[config.mk]
export PLATFORM = sky130hd
export DESIGN_NAME = spi_peripheral
export DESIGN_NICKNAME = d
export VERILOG_FILES = /design/src/rtl/spi_peripheral.sv
export SDC_FILE = /design/constraint.sdc
export NUM_CORES = 1
export LEC_CHECK = 0
export ABC_CLOCK_PERIOD_IN_PS = 2000
export CORE_MARGIN = 4
export CORE_UTILIZATION = 45
export DETAILED_ROUTE_END_ITERATION = 10
export GPL_TIMING_DRIVEN = 0
export PLACE_DENSITY = 0.76
export SLEW_MARGIN = 20
export SYNTH_ARGS = -nofsm -noshare
export SYNTH_HDL_FRONTEND = slang
export SYNTH_SLANG_ARGS = --single-unit
[constraint.sdc]
create_clock -name clk -period 2 [get_ports clk]
set_clock_uncertainty 0.1 [all_clocks]
set_input_delay 0.4 -clock clk [delete_from_list [all_inputs] [get_ports clk]]
set_output_delay 0.4 -clock clk [all_outputs]
set_load 0.01 [all_outputs]
[src/rtl/spi_peripheral.sv]
// SPI peripheral endpoint: oversamples SPI_CLK/SPI_CS_n/MOSI on clk, receives a byte per
// slot on MOSI and returns one holding-register byte per slot on MISO (modes 0-3, bursts).
module spi_peripheral #(
  parameter int SPI_MODE    = 0,
  parameter int SYNC_STAGES = 2
) (
  input  logic       clk,
  input  logic       rst,
  input  logic [7:0] i_TX_Byte,
  input  logic       i_TX_DV,
  output logic       o_TX_Ready,
  output logic       o_TX_Underrun,
  output logic [7:0] o_RX_Byte,
  output logic       o_RX_DV,
  input  logic       SPI_CLK,
  input  logic       SPI_CS_n,
  input  logic       MOSI,
  output logic       MISO,
  output logic       o_MISO_OE
);

  localparam logic CPOL = ((SPI_MODE >> 1) & 1) != 0;
  localparam logic CPHA = (SPI_MODE & 1) != 0;

  localparam logic [0:0] ST_IDLE   = 1'b0;
  localparam logic [0:0] ST_ACTIVE = 1'b1;

  logic [SYNC_STAGES-1:0] sclk_sync_q, sclk_sync_d;
  logic [SYNC_STAGES-1:0] cs_sync_q, cs_sync_d;
  logic [SYNC_STAGES-1:0] mosi_sync_q, mosi_sync_d;
  logic                   sclk_prev_q, sclk_prev_d;
  logic                   cs_prev_q, cs_prev_d;

  logic [0:0] state_q, state_d;
  logic [2:0] bit_cnt_q, bit_cnt_d;
  logic [7:0] rx_shift_q, rx_shift_d;
  logic [7:0] tx_shift_q, tx_shift_d;
  logic [7:0] hold_q, hold_d;
  logic       hold_full_q, hold_full_d;
  logic       skip_q, skip_d;
  logic       done_q, done_d;
  logic [7:0] rx_byte_q, rx_byte_d;
  logic       rx_dv_q, rx_dv_d;
  logic       underrun_q, underrun_d;

  logic sclk_s, cs_s, mosi_s;
  logic sclk_edge, lead_edge, trail_edge, sample_edge, shift_edge;
  logic cs_fall, cs_rise;
  logic load;

  assign sclk_s = sclk_sync_q[SYNC_STAGES-1];
  assign cs_s   = cs_sync_q[SYNC_STAGES-1];
  assign mosi_s = mosi_sync_q[SYNC_STAGES-1];

  assign sclk_edge   = sclk_s ^ sclk_prev_q;
  assign lead_edge   = sclk_edge & (sclk_s != CPOL);
  assign trail_edge  = sclk_edge & (sclk_s == CPOL);
  assign sample_edge = CPHA ? trail_edge : lead_edge;
  assign shift_edge  = CPHA ? lead_edge : trail_edge;
  assign cs_fall     = cs_prev_q & ~cs_s;
  assign cs_rise     = ~cs_prev_q & cs_s;

  always_comb begin
    sclk_sync_d = {sclk_sync_q[SYNC_STAGES-2:0], SPI_CLK};
    cs_sync_d   = {cs_sync_q[SYNC_STAGES-2:0], SPI_CS_n};
    mosi_sync_d = {mosi_sync_q[SYNC_STAGES-2:0], MOSI};
    sclk_prev_d = sclk_s;
    cs_prev_d   = cs_s;

    state_d     = state_q;
    bit_cnt_d   = bit_cnt_q;
    rx_shift_d  = rx_shift_q;
    tx_shift_d  = tx_shift_q;
    hold_d      = hold_q;
    hold_full_d = hold_full_q;
    skip_d      = skip_q;
    done_d      = 1'b0;
    rx_byte_d   = rx_byte_q;
    rx_dv_d     = 1'b0;
    underrun_d  = 1'b0;
    load        = 1'b0;

    if (done_q) begin
      rx_byte_d = rx_shift_q;
      rx_dv_d   = 1'b1;
    end

    case (state_q)
      ST_IDLE: begin
        bit_cnt_d = 3'd0;
        if (cs_fall) begin
          state_d = ST_ACTIVE;
          load    = 1'b1;
          // With CPHA=1 the first leading edge would otherwise shift past the MSB.
          skip_d  = CPHA;
        end
      end
      ST_ACTIVE: begin
        if (cs_rise) begin
          state_d   = ST_IDLE;
          bit_cnt_d = 3'd0;
        end else begin
          if (sample_edge) begin
            rx_shift_d = {rx_shift_q[6:0], mosi_s};
            bit_cnt_d  = bit_cnt_q + 3'd1;
            if (bit_cnt_q == 3'd7) begin
              done_d = 1'b1;
              load   = 1'b1;
              // The next shift edge belongs to the old byte (CPHA=0) or precedes the new MSB.
              skip_d = 1'b1;
            end
          end
          if (shift_edge) begin
            if (skip_q) begin
              skip_d = 1'b0;
            end else begin
              tx_shift_d = {tx_shift_q[6:0], 1'b0};
            end
          end
        end
      end
      default: state_d = ST_IDLE;
    endcase

    if (load) begin
      if (hold_full_q) begin
        tx_shift_d  = hold_q;
        hold_full_d = 1'b0;
      end else begin
        tx_shift_d  = 8'h00;
        underrun_d  = 1'b1;
      end
    end

    // A write coinciding with a load only lands when the holding register was already empty.
    if (i_TX_DV && !hold_full_q) begin
      hold_d      = i_TX_Byte;
      hold_full_d = 1'b1;
    end
  end

  always_ff @(posedge clk) begin
    if (rst) begin
      // CS resets to 0 so a reset released mid-transfer waits for a fresh CS fall.
      sclk_sync_q <= {SYNC_STAGES{CPOL}};
      cs_sync_q   <= '0;
      mosi_sync_q <= '0;
      sclk_prev_q <= CPOL;
      cs_prev_q   <= 1'b0;
      state_q     <= ST_IDLE;
      bit_cnt_q   <= 3'd0;
      rx_shift_q  <= 8'h00;
      tx_shift_q  <= 8'h00;
      hold_q      <= 8'h00;
      hold_full_q <= 1'b0;
      skip_q      <= 1'b0;
      done_q      <= 1'b0;
      rx_byte_q   <= 8'h00;
      rx_dv_q     <= 1'b0;
      underrun_q  <= 1'b0;
    end else begin
      sclk_sync_q <= sclk_sync_d;
      cs_sync_q   <= cs_sync_d;
      mosi_sync_q <= mosi_sync_d;
      sclk_prev_q <= sclk_prev_d;
      cs_prev_q   <= cs_prev_d;
      state_q     <= state_d;
      bit_cnt_q   <= bit_cnt_d;
      rx_shift_q  <= rx_shift_d;
      tx_shift_q  <= tx_shift_d;
      hold_q      <= hold_d;
      hold_full_q <= hold_full_d;
      skip_q      <= skip_d;
      done_q      <= done_d;
      rx_byte_q   <= rx_byte_d;
      rx_dv_q     <= rx_dv_d;
      underrun_q  <= underrun_d;
    end
  end

  assign o_TX_Ready    = ~hold_full_q;
  assign o_TX_Underrun = underrun_q;
  assign o_RX_Byte     = rx_byte_q;
  assign o_RX_DV       = rx_dv_q;
  assign o_MISO_OE     = (state_q == ST_ACTIVE);
  assign MISO          = (state_q == ST_ACTIVE) & tx_shift_q[7];

endmodule

=== Yosys cells after proc, flatten, opt, wreduce, memory -nomap -nowiden ===
Cells that the tools add are included.

* Word-level logic and storage cells: 73
* Output and inout port bits: 13
* Register bits after elaboration: 49
* Input bits: 14

* Bitwise operators: 13
* Mux-type cells: 27
* Equal/unequal tests: 6
* Add/sub/neg operators: 1
* Reduce and logical (&&, ||, !) cells: 10

{| class="wikitable"
|+ Operators by type and width
! kind !! number
|-
| 8-bit 2-to-1 mux || 6
|-
| 1-bit 2-to-1 mux || 15
|-
| 1-bit NOT || 7
|-
| 3-bit 2-to-1 mux || 2
|-
| 1-bit one-hot mux with 2 select lines || 3
|-
| 3-bit one-hot mux with 2 select lines || 1
|-
| 2-bit nonzero test || 3
|-
| 1-bit AND || 5
|-
| 2-bit by 1-bit inequality test with 1-bit output (second input constant) || 2
|-
| 2-bit inequality test (second input constant) || 2
|-
| 4-bit AND reduction || 1
|-
| 2-bit OR reduction || 2
|-
| 3-bit by 1-bit adder with 3-bit output (second input constant) || 1
|-
| 3-bit == test (second input constant) || 1
|-
| 3-bit by 1-bit inequality test with 1-bit output (second input constant) || 1
|-
| 3-bit AND reduction || 1
|-
| 2-bit AND reduction || 1
|-
| 1-bit logical AND || 1
|-
| 1-bit zero test || 1
|-
| 1-bit bitwise XOR || 1
|}

=== Depth between registers and ports, before layout ===
Gate-level depths: netlist of the first run.

* Depth in word-level cells: 7
* Gate-level depth with buffers: 6
* Mapped depth without buffers: 5

=== Worst setup path after synthesis of the first run ===
Ideal clock, no wire load.

* Kind: reg2reg
* Start: reg bit_cnt_q[0]
* End: reg tx_shift_q[0]
* Period minus slack after synthesis: 1.486 ns
* Setup time: 0.068 ns
* Data arrival time: 1.318 ns
* Data required time: 1.832 ns
* Path buffers: 1
* Cell stages (with the launch flop): 7
* Path slack: 0.514 ns
* Cell sequence: dfxtp_1 ha_1 ha_1 a41oi_4 buf_6 nand3_2 a21oi_2

* Longest elaborated chain between the ends: 7
* Elaborated cells between the ends (all ways): 11
* Classes of those cells: 3 x eq/ne; 5 x mux; 3 x reduce/logical

{| class="wikitable"
|+ RTL lines
! element !! RTL line !! RTL
|-
| start: declaration || 35 || <nowiki>logic [2:0] bit_cnt_q, bit_cnt_d;</nowiki>
|-
| start signal: assignment || 168 || <nowiki>bit_cnt_q <= bit_cnt_d;</nowiki>
|-
| 3-bit == test (*) || 106 || <nowiki>if (bit_cnt_q == 3'd7) begin</nowiki>
|-
| 1-bit 2-to-1 mux (*) || 106 ||
|-
| 1-bit 2-to-1 mux (*) || -- ||
|-
| 1-bit 2-to-1 mux (*) || 99 || <nowiki>if (cs_rise) begin</nowiki>
|-
| 1-bit one-hot mux with 2 select lines (*) || 88 || <nowiki>case (state_q)</nowiki>
|-
| 2-bit by 1-bit inequality test with 1-bit output (no source line) or 2-bit nonzero test (tied branches) || -- ||
|-
| 4-bit AND reduction (no source line) || -- ||
|-
| end signal: assignment || 170 || <nowiki>tx_shift_q <= tx_shift_d;</nowiki>
|-
| end: declaration || 37 || <nowiki>logic [7:0] tx_shift_q, tx_shift_d;</nowiki>
|}

Every way passes the cells marked *; elsewhere a longest branch is shown, timed or not.
A chain may end at the register's enable or synchronous reset.

=== Final worst setup path of the first run ===
* Start: reg hold_full_q
* End: out o_TX_Ready

* Longest elaborated chain between the ends: 1

{| class="wikitable"
|+ RTL lines
! element !! RTL line !! RTL
|-
| start: declaration || 39 || <nowiki>logic hold_full_q, hold_full_d;</nowiki>
|-
| start signal: assignment || 172 || <nowiki>hold_full_q <= hold_full_d;</nowiki>
|-
| 1-bit NOT || 181 || <nowiki>assign o_TX_Ready = ~hold_full_q;</nowiki>
|-
| end: declaration || 11 || <nowiki>output logic o_TX_Ready,</nowiki>
|}

No other way between the ends.

==> load_flow_metrics.sql, run 1 <==
INSERT INTO impl_metrics (metric_group, metric, value, unit) VALUES
('worst_setup_path', 'timing.critical_path.fanout_max', '3', ''),
('routing', 'drt-total-wl', '3.32', 'mm'),
('floorplanning', 'rows', '23', ''),
('routing', 'detail_route.iter0.violations', '55', ''),
('sta', 'final.setup.tns', '0', 'ns'),
('synthesis', 'net_count_after_synthesis', '205', ''),
('pwr', 'worst_ir_drop_vdd', '0.533', 'mV'),
('worst_setup_path', 'cp_top_family', 'buffers and inverters', ''),
('routing', 'drt_antenna_net_count', '0', ''),
('sta', 'hold_viol_final', '0', ''),
('global_route', 'global_route_wire_length_before_repair', '5.81', 'mm'),
('worst_setup_path', 'worst_setup_path_end_kind', 'output port', ''),
('placed_design', 'dp.final_hpwl', '2.38', 'mm'),
('worst_setup_path', 'cp.required', '1.50', 'ns'),
('run', 'timing.max_cap.violations', '0', ''),
('final_layout', 'finalInstanceArea', '2270', 'um^2'),
('global_route', 'initial_antenna_violation_count', '0', ''),
('placed_design', 'dp_slack', '0.255', 'ns'),
('global_route', 'grt.total_usage', '14.2', '%'),
('routing', 'routed-via-count', '1370', ''),
('worst_setup_path', 'critPathMaxStageDelay', '0.53', 'ns'),
('worst_setup_path', 'critical-path-slowest-cell', 'sky130_fd_sc_hd__clkdlybuf4s50_1', ''),
('worst_hold_path', 'holdCritPathClass', 'reg2reg', ''),
('synthesis', 'average_footprint_of_a_synthesized_cell', '9.82', 'um^2'),
('synthesis', 'mappedNetlistArea', '1860', 'um^2'),
('pwr', 'power.static_leakage', '0.865', 'nW'),
('run_status', 'outcome', 'finished, final reports clean', ''),
('clock_network', 'clkTransAtPathRegs', '0.08', 'ns'),
('synthesis', 'sequential_share_of_the_synthesized_area', '52.8', '%'),
('synthesis', 'yosys.cell_types.count', '28', ''),
('synthesis', 'main_combinational_cell_family_by_area_after_synthesis', 'simple AND/OR/NAND/NOR gates', ''),
('sta', 'setup_repair_after_global_routing_missed_its_margin', 'false', ''),
('floorplanning', 'start_util', '46.4', '%'),
('routing', 'routed_length_per_placed_instance', '12.2', 'um'),
('final_layout', 'area_growth_syn_to_layout', '22.5', '%'),
('clock_network', 'clock_insertion_delay_worst_skew', '0.30', 'ns'),
('synthesis', 'synthSimpleGateAreaFrac', '19.6', '%'),
('routing', 'drcViolationCount', '0', ''),
('synthesis', 'synth_enable_flop_cells', '0', ''),
('synthesis', 'synth-async-reset-ratio', '0', '%'),
('sta', 'setup_violations', '0', ''),
('clock_network', 'clock-root-buffer', 'sky130_fd_sc_hd__clkbuf_8', ''),
('worst_setup_path', 'worstSetupStartpoint', 'hold_full_q', ''),
('floorplanning', 'die_x', '72.2', 'um'),
('worst_setup_path', 'critical_path_arrival', '1.24', 'ns'),
('sta', 'fin_crit_sh', '87.1', '%'),
('placed_design', 'io_buffers', '25', ''),
('placed_design', 'gp_congestion', '0.759', ''),
('floorplanning', 'die-area', '5220', 'um^2'),
('final_layout', 'final_layout_size_suffix_gt1_share', '9.46', '%'),
('pwr', 'power.density', '759', 'nW/um^2'),
('worst_setup_path', 'crit_end', 'o_TX_Ready', ''),
('sta', 'fin_ws', '0.258', 'ns'),
('clock_network', 'cts_buffer_depth', '2', ''),
('floorplanning', 'dieHeight', '72.2', 'um'),
('clock_network', 'post_cts_buffers', '0', ''),
('synthesis', 'flip_flop_and_latch_count_after_synthesis', '49', ''),
('synthesis', 'ys.flop_type', 'sky130_fd_sc_hd__dfxtp_1', ''),
('sta', 'slew-limit-headroom', '59.7', '%'),
('routing', 'dr.pass1.iters', '4', ''),
('synthesis', 'synth-adder-area-share', '1.35', '%'),
('sta', 'max_freq', '574', 'MHz'),
('global_route', 'maximum_number_of_pins_on_one_net_before_global_route_repair', '16', ''),
('final_layout', 'nets_final', '237', ''),
('worst_setup_path', 'reg2reg_slack', '0.38', 'ns'),
('worst_setup_path', 'r2r.worst_path.cells', '6', ''),
('worst_setup_path', 'critical_path.startpoint_type', 'register', ''),
('routing', 'route.detailed.vias_per_inst', '5.04', ''),
('placed_design', 'detailed_place.area', '2170', 'um^2'),
('worst_setup_path', 'buf_inv_stages_crit_path', '2', ''),
('sta', 'final.min_clock_period', '1.74', 'ns');
layer usage:
layer / GRT usage [%] / wire, um / vias up
met5: 0 / 0 / -
met4: 5.85 / 61 / 0
met3: 4.57 / 212 / 7
met2: 21.6 / 1480 / 35
met1: 18.6 / 1570 / 622
li1: - / - / 706
where the power goes:
| group | internal, mW | switching [mW] | total [mW] |
|---|---|---|---|
| clock | 0.280 | 0.320 | 0.600 |
| combinational | 0.0550 | 0.0599 | 0.115 |
| sequential | 0.999 | 0.0130 | 1.01 |
| total | 1.33 | 0.393 | 1.73 |
repair_timing:
item                       4_1_cts  5_1_grt
hold buffers                     0        0
resized for setup                1        2
pin swaps                        0        0
setup endpoints to repair        1        1
worst reg2reg max path, stage by stage (launching register included):
cell,delay [ns]
sky130_fd_sc_hd__dfxtp_1,0.32
sky130_fd_sc_hd__ha_1,0.20
sky130_fd_sc_hd__ha_1,0.24
sky130_fd_sc_hd__a41oi_4,0.32
sky130_fd_sc_hd__buf_6,0.19
sky130_fd_sc_hd__nand3_2,0.08
sky130_fd_sc_hd__a21oi_2,0.10
worst min path at each step:
| stage | startpoint | end | slack [ns] | cells after the start |
|---|---|---|---|---|
| after CTS | cs_sync_q[0] | cs_sync_q[1] | 0.34 | 1 |
| after global routing | mosi_sync_q[0] | mosi_sync_q[1] | 0.36 | 1 |
| after detailed placement | cs_sync_q[0] | cs_sync_q[1] | 0.32 | 1 |
| after global placement | sclk_sync_q[0] | sclk_sync_q[1] | 0.32 | 1 |
| after floorplan | cs_sync_q[0] | cs_sync_q[1] | 0.31 | 1 |
| final | cs_sync_q[0] | cs_sync_q[1] | 0.34 | 1 |
cells in the mapped netlist, types with 2 or more instances:
cell,count,area (um^2)
sky130_fd_sc_hd__buf_6,2,22.5
sky130_fd_sc_hd__ha_1,2,25.0
sky130_fd_sc_hd__nand2_1,34,128
sky130_fd_sc_hd__nor2b_1,11,68.8
sky130_fd_sc_hd__mux2i_1,18,180
sky130_fd_sc_hd__nand3b_1,2,15.0
sky130_fd_sc_hd__nor3_1,6,30.0
sky130_fd_sc_hd__dfxtp_1,49,981
sky130_fd_sc_hd__a21oi_1,17,85.1
sky130_fd_sc_hd__a311oi_1,7,61.3
sky130_fd_sc_hd__nor2_1,17,63.8
sky130_fd_sc_hd__clkbuf_1,7,26.3
sky130_fd_sc_hd__nand3_2,2,20.0
logic make-up (layout without fill, tap and decap cells):
logic type,after synthesis,in the layout
AOI/OAI and AO/OA,31,31
xor gates and xnor gates,1,1
adders and majority gates,2,2
buffers and inverters,12,45
DFF,49,49
muxes,18,18
and+or+nand+nor,76,76
per-stage QoR:
step	util, %	std cells
4_1_cts	56.7	272
2_1_floorplan	-	189
6_report	56.9	272
3_3_place_gp	54.2	264
5_1_grt	56.9	272
3_5_place_dp	54.2	264
registers in the layout, summed over array words and instances, names as in the netlist:
name	count
o_RX_DV	1
bit_cnt_q	3
hold_q	8
tx_shift_q	8
cs_sync_q	2
cs_prev_q	1
o_RX_Byte	8
hold_full_q	1
o_TX_Underrun	1
mosi_sync_q	2
skip_q	1
o_MISO_OE	1
sclk_prev_q	1
sclk_sync_q	2
rx_shift_q	8
done_q	1
area by class of cell:
type	count	area, um^2
sequential	49	981
clock buffer	6	82.6
inverter	1	3.75
clock inverter	2	13.8
multi-input combinational	128	815
buffer	11	63.8
tap	50	62.6
timing repair buffer	25	253
fill	377	1730
layout by cell type (no fill, tap or decap):
cell type / synthesis / final
sky130_fd_sc_hd__clkdlybuf4s50_1: 0 / 24
sky130_fd_sc_hd__dfxtp_1: 49 / 49
sky130_fd_sc_hd__buf_1: 1 / 1
sky130_fd_sc_hd__nand2b_2: 1 / 1
sky130_fd_sc_hd__a21oi_2: 1 / 1
sky130_fd_sc_hd__inv_1: 1 / 1
sky130_fd_sc_hd__a2bb2oi_1: 1 / 1
sky130_fd_sc_hd__clkinv_4: 0 / 1
sky130_fd_sc_hd__nand3b_1: 2 / 2
sky130_fd_sc_hd__nand2_1: 34 / 34
sky130_fd_sc_hd__nand3_2: 2 / 2
sky130_fd_sc_hd__clkbuf_1: 7 / 7
sky130_fd_sc_hd__a41oi_1: 1 / 1
sky130_fd_sc_hd__and2_1: 1 / 1
sky130_fd_sc_hd__a21oi_4: 1 / 1
sky130_fd_sc_hd__a41oi_4: 1 / 1
sky130_fd_sc_hd__o21bai_2: 1 / 1
sky130_fd_sc_hd__nor3_1: 6 / 6
sky130_fd_sc_hd__clkinv_2: 0 / 1
sky130_fd_sc_hd__a311oi_1: 7 / 7
sky130_fd_sc_hd__mux2i_1: 18 / 18
sky130_fd_sc_hd__nor3b_2: 1 / 1
sky130_fd_sc_hd__nor2b_1: 11 / 11
sky130_fd_sc_hd__a21o_2: 1 / 1
sky130_fd_sc_hd__a21oi_1: 17 / 17
sky130_fd_sc_hd__ha_1: 2 / 2
sky130_fd_sc_hd__nor2_1: 17 / 17
sky130_fd_sc_hd__xnor2_1: 1 / 1
sky130_fd_sc_hd__buf_6: 2 / 3
sky130_fd_sc_hd__clkbuf_8: 0 / 6
sky130_fd_sc_hd__or3b_4: 1 / 1
sky130_fd_sc_hd__dlymetal6s2s_1: 0 / 1
Power figures use the tool's default switching activity.
==> run 2: changes to the inputs <==
SLEW_MARGIN = default   (was 20)
==> results of run 2 <==
The final DEF is identical to that of run 1; final timing and power are the same.
==> run 3: changes to the inputs <==
ABC_CLOCK_PERIOD_IN_PS = default   (was 2000)
TNS_END_PERCENT = 20   (was default)
==> results of run 3 <==
The final DEF is identical to that of run 1; final timing and power are the same.
